**config.mk**
```make
export PLATFORM = sky130hd
export DESIGN_NAME = image_out_sram
export DESIGN_NICKNAME = d
export VERILOG_FILES = /design/src/rtl/image_out_sram.sv
export SDC_FILE = /design/constraint.sdc
export NUM_CORES = 1
export LEC_CHECK = 0
export CAP_MARGIN = 40
export CORE_ASPECT_RATIO = 0.6
export CORE_MARGIN = 3
export CORE_UTILIZATION = 35
export CTS_CLUSTER_SIZE = 12
export DETAILED_ROUTE_END_ITERATION = 7
export PLACE_DENSITY = 0.64
export SLEW_MARGIN = 20
export SYNTH_ARGS = -nofsm -noshare
export SYNTH_HDL_FRONTEND = slang
export SYNTH_SLANG_ARGS = --single-unit
```
**constraint.sdc**
```tcl
create_clock -name wclk -period 6.9 [get_ports wclk]
set_clock_uncertainty 0.1 [all_clocks]
set_input_delay 1.035 -clock wclk [delete_from_list [all_inputs] [get_ports wclk]]
set_output_delay 1.035 -clock wclk [all_outputs]
set_load 0.1 [all_outputs]
```
**src/rtl/image_out_sram.sv**
```systemverilog
// Streams one stored RGB565 frame out of external SRAM as valid/ready pixels, one read in flight at a time.
// Optional IMG_OUT_LOOP_EN: wrap to pixel 0 after the last pixel and pulse done once per frame.
module image_out_sram #(
    parameter logic [18:0] BASE_ADDR = 19'h00000,
    parameter int          PIX_COUNT = 76800,
    parameter int          RD_LAT    = 2
) (
    input  logic        wclk,
    input  logic        rst_n,
    input  logic        enable,
    output logic        sram_sel,
    output logic        sram_wr,
    output logic        sram_rd,
    output logic [18:0] sram_addr,
    input  logic [15:0] sram_rdata,
    output logic [15:0] pix_data,
    output logic [16:0] pix_addr,
    output logic        pix_valid,
    input  logic        pix_ready,
    output logic        done
);

    typedef enum logic [2:0] {S_IDLE, S_ADDR, S_WAIT, S_OUT, S_DONE} state_t;

    localparam logic [16:0] LAST_PIX  = 17'(PIX_COUNT - 1);
    localparam logic [2:0]  WAIT_INIT = 3'(RD_LAT - 1);

    state_t      state;
    logic [16:0] count;
    logic [2:0]  wait_cnt;
    logic [16:0] count_inc;

    assign count_inc = count + 17'd1;
    assign sram_wr   = 1'b0;
    // Chip select and read strobe always move together.
    assign sram_sel  = sram_rd;

    always_ff @(posedge wclk or negedge rst_n) begin
        if (!rst_n) begin
            state     <= S_IDLE;
            count     <= '0;
            wait_cnt  <= '0;
            sram_rd   <= 1'b0;
            sram_addr <= '0;
            pix_data  <= '0;
            pix_addr  <= '0;
            pix_valid <= 1'b0;
            done      <= 1'b0;
        end else if (!enable && state != S_IDLE && state != S_DONE) begin
            // Abort: any read in flight is dropped and its pixel never delivered.
            state     <= S_IDLE;
            count     <= '0;
            wait_cnt  <= '0;
            sram_rd   <= 1'b0;
            sram_addr <= '0;
            pix_data  <= '0;
            pix_addr  <= '0;
            pix_valid <= 1'b0;
            done      <= 1'b0;
        end else begin
            case (state)
                S_IDLE: begin
                    if (enable) begin
                        count     <= '0;
                        sram_rd   <= 1'b1;
                        sram_addr <= BASE_ADDR;
                        state     <= S_ADDR;
                    end
                end
                S_ADDR: begin
                    wait_cnt <= WAIT_INIT;
                    done     <= 1'b0;
                    state    <= S_WAIT;
                end
                S_WAIT: begin
                    if (wait_cnt == 3'd0) begin
                        pix_data  <= sram_rdata;
                        pix_addr  <= count;
                        pix_valid <= 1'b1;
                        sram_rd   <= 1'b0;
                        sram_addr <= '0;
                        state     <= S_OUT;
                    end else begin
                        wait_cnt <= wait_cnt - 3'd1;
                    end
                end
                S_OUT: begin
                    if (pix_ready) begin
                        pix_valid <= 1'b0;
                        if (count == LAST_PIX) begin
`ifdef IMG_OUT_LOOP_EN
                            count     <= '0;
                            sram_rd   <= 1'b1;
                            sram_addr <= BASE_ADDR;
                            done      <= 1'b1;
                            state     <= S_ADDR;
`else
                            done      <= 1'b1;
                            state     <= S_DONE;
`endif
                        end else begin
                            count     <= count_inc;
                            sram_rd   <= 1'b1;
                            sram_addr <= BASE_ADDR + {2'b00, count_inc};
                            state     <= S_ADDR;
                        end
                    end
                end
                S_DONE: begin
                    // Stay parked until enable drops, so a frame never re-runs back to back.
                    if (!enable) begin
                        done     <= 1'b0;
                        pix_data <= '0;
                        pix_addr <= '0;
                        count    <= '0;
                        state    <= S_IDLE;
                    end
                end
                default: state <= S_IDLE;
            endcase
        end
    end

endmodule
```
==> impl_metrics.json <==
{
  "route.detailed.drc": 0,
  "postCtsSetupBuffers": 0,
  "die-area_sq_um": 11600,
  "n_fill_cell": 805,
  "status": "complete, no violations",
  "tritoncts": "built",
  "synth-seq-cells": 76,
  "grt_use_total": 0.170,
  "synth_edf_count": 0,
  "core.rowCount": 27,
  "fin_cells": 619,
  "clk_latency_ns": 0.33,
  "start_util": 0.375,
  "cts_max_path_buffers": 2,
  "hp-class": "reg2reg",
  "grt-ovfl-total": 0,
  "cts-root-buf": "clkbuf_16",
  "ant_nets": 0,
  "vias": 3033,
  "max_freq_mhz": 318,
  "hold_path_depth": 2,
  "reg2reg_depth": 6,
  "r2r-start": "count[0]$_DFFE_PN0P_",
  "dp_hpwl_mm": 6.71,
  "cap_violations": 0,
  "ys_seq_area_frac": 0.529,
  "slew_violations": 0,
  "max_slew_margin": 0.539,
  "synth-async-reset-ratio": 1.00,
  "cp.required_ns": 7.01,
  "die_w_um": 137,
  "ios": 77,
  "syn_avg_cell_area_sq_um": 9.67,
  "rrSetupSlack_ns": 4.00,
  "syn_area_sq_um": 3600,
  "critical_path.top_delay_family": "buffers and inverters",
  "min_from": "pix_addr[16]$_DFFE_PN0P_",
  "path_clk_slew_ns": 0.05,
  "grt_pass1_wl_mm": 15.7,
  "synth.largest_area_cell": "dfrtp_1",
  "crit_chain": "clkdlybuf4s50_1, nor2b_1, and2_1, a211o_1, mux2_1",
  "synthFlopType": "dfrtp_1",
  "ir_drop_uv": 357,
  "layout.nets": 507,
  "via_per_inst": 4.90,
  "io_buffers": 73,
  "clock_sinks": 76,
  "firstDrtPassIters": 4,
  "layout_commonest_cell": "nand2_1",
  "wl_mm": 9.05,
  "syn_inst": 372,
  "drive_above_1_share": 0.172,
  "period_share": 0.455,
  "area_growth_syn_to_layout_pct": 53.0,
  "critPathBufInv": 1,
  "cts_buffers": 9,
  "max_stage_delay_ns": 0.69,
  "synth_cell_types": 49,
  "drt_iter0_drc": 194,
  "ys_warn_count": 0,
  "place_congestion": 0.845,
  "whs_endpoint": "pix_addr[16]$_DFFE_PN0P_",
  "p_leak_uw": 0.00249,
  "hold_viol_final": 0,
  "layout_setup_ws_ns": 3.76,
  "setup_violations": 0,
  "cts_resized": 0,
  "endpoint_kind": "flip-flop",
  "start_kind": "input port",
  "grt_antenna_before_repair": 0,
  "final_cell_mix": "nand2_1, dfrtp_1, clkdlybuf4s50_1, buf_8, o21ai_0",
  "slowest_stage": "clkdlybuf4s50_1",
  "coreArea_sq_um": 9590,
  "tightestPinTransition_ns": 0.692,
  "grt_pass1_vias": 3041,
  "critPathKind": "in2reg",
  "yosysTopAreaCellShare": 0.529,
  "dp_slack_ns": 3.43,
  "die_h_um": 84.5,
  "wl_per_cell_um": 14.6,
  "antenna_cells": 0,
  "yosys-top-cells-area": "dfrtp_1, nand2_1, o21ai_0",
  "crit_arrival_ns": 3.25,
  "h-tree-depth": 3,
  "p_per_area_nw_per_um2": 347,
  "dp.cells": 603,
  "layout_min_cycle_time_ns": 3.14,
  "grt_max_degree": 45,
  "cp_max_fo": 18,
  "rsz0062_at_grt": "no",
  "setup_tns_ns": 0,
  "cts_hold_buf": 0,
  "r2r_end": "sram_rd$_DFFE_PN0P_"
}
how the worst max path moves through the flow:
| stage | depth (start not counted) | from | to |
|---|---|---|---|
| floorplan | 6 | enable | sram_rd$_DFFE_PN0P_ |
| global placement | 5 | enable | sram_rd$_DFFE_PN0P_ |
| detailed placement | 5 | enable | sram_rd$_DFFE_PN0P_ |
| CTS | 5 | enable | sram_rd$_DFFE_PN0P_ |
| global route | 5 | enable | sram_rd$_DFFE_PN0P_ |
| finish | 5 | enable | sram_rd$_DFFE_PN0P_ |
tightest hold or removal path, stage by stage, from the launching register on:
cell and delay (ns):
dfrtp_1 0.34, nand2_1 0.04, o21ai_0 0.06
registers in the layout (all words and copies together) (netlist names):
signal,cells
done,1
pix_data,16
pix_valid,1
sram_addr,17
count,17
sram_rd,1
state,3
wait_cnt,3
pix_addr,17
cells in the mapped netlist, types with 2 or more instances:
master / n
clkbuf_1: 11
o2bb2ai_1: 7
buf_4: 5
or3_1: 4
a21o_1: 23
o21ai_0: 40
nor2b_1: 3
ha_1: 3
buf_2: 6
buf_6: 4
nor2_1: 18
or4_4: 2
nor3_1: 3
nand2_1: 78
xor2_1: 4
a21oi_1: 9
o31ai_1: 3
nor2_2: 4
and2_1: 3
dfrtp_1: 76
o32ai_1: 2
nand2b_1: 2
xnor2_1: 12
nor4_1: 4
buf_1: 3
inv_1: 7
nand4_1: 4
a22o_1: 4
nand3_1: 8
report_power, final:
part           internal, uW  total, uW  switching (uW)  leakage (uW)
Clock                   252        422             170      0.000131
Combinational           316        942             626       0.00132
Sequential              506        547            41.0       0.00103
Total                  1070       1910             836       0.00249
metrics by stage:
step                 util  hold slack, ns  power, uW  instance area, sq um
finish              0.574           0.375       1910                  5500
global route        0.574           0.406       2000                  5500
CTS                 0.574           0.383       1930                  5500
detailed placement  0.546           0.369       1500                  5240
global placement    0.449           0.365       1290                  4310
floorplan               -           0.415       1140                  3600
metal layers:
layer	vias up	track usage	wire length, um
li1	1487	-	-
met1	1462	0.259	4660
met2	77	0.237	3880
met3	7	0.0509	445
met4	0	0.0408	66
met5	-	0	0
cell families (layout without fill, tap and decap cells):
kind of cell	Yosys count	count (layout)	synth area share
simple gates	137	137	0.174
compound gates	97	97	0.178
flops	76	76	0.529
buf+inv	39	154	0.0598
xor+xnor	16	16	0.0390
fa+ha+maj	3	3	0.0104
mux	3	3	0.00904
other cells	1	3	0.00104
cell type report:
cell class              count  area (sq um)  area share
repair buffers            130          1660       0.301
clock buffers              14           254      0.0461
flip-flops and latches     76          1900       0.346
well taps                 130           163      0.0296
inverters                   8          30.0     0.00546
clock inverters             2          10.0     0.00182
multi-input cells         259          1490       0.271
(Power assumes the default switching activity.)
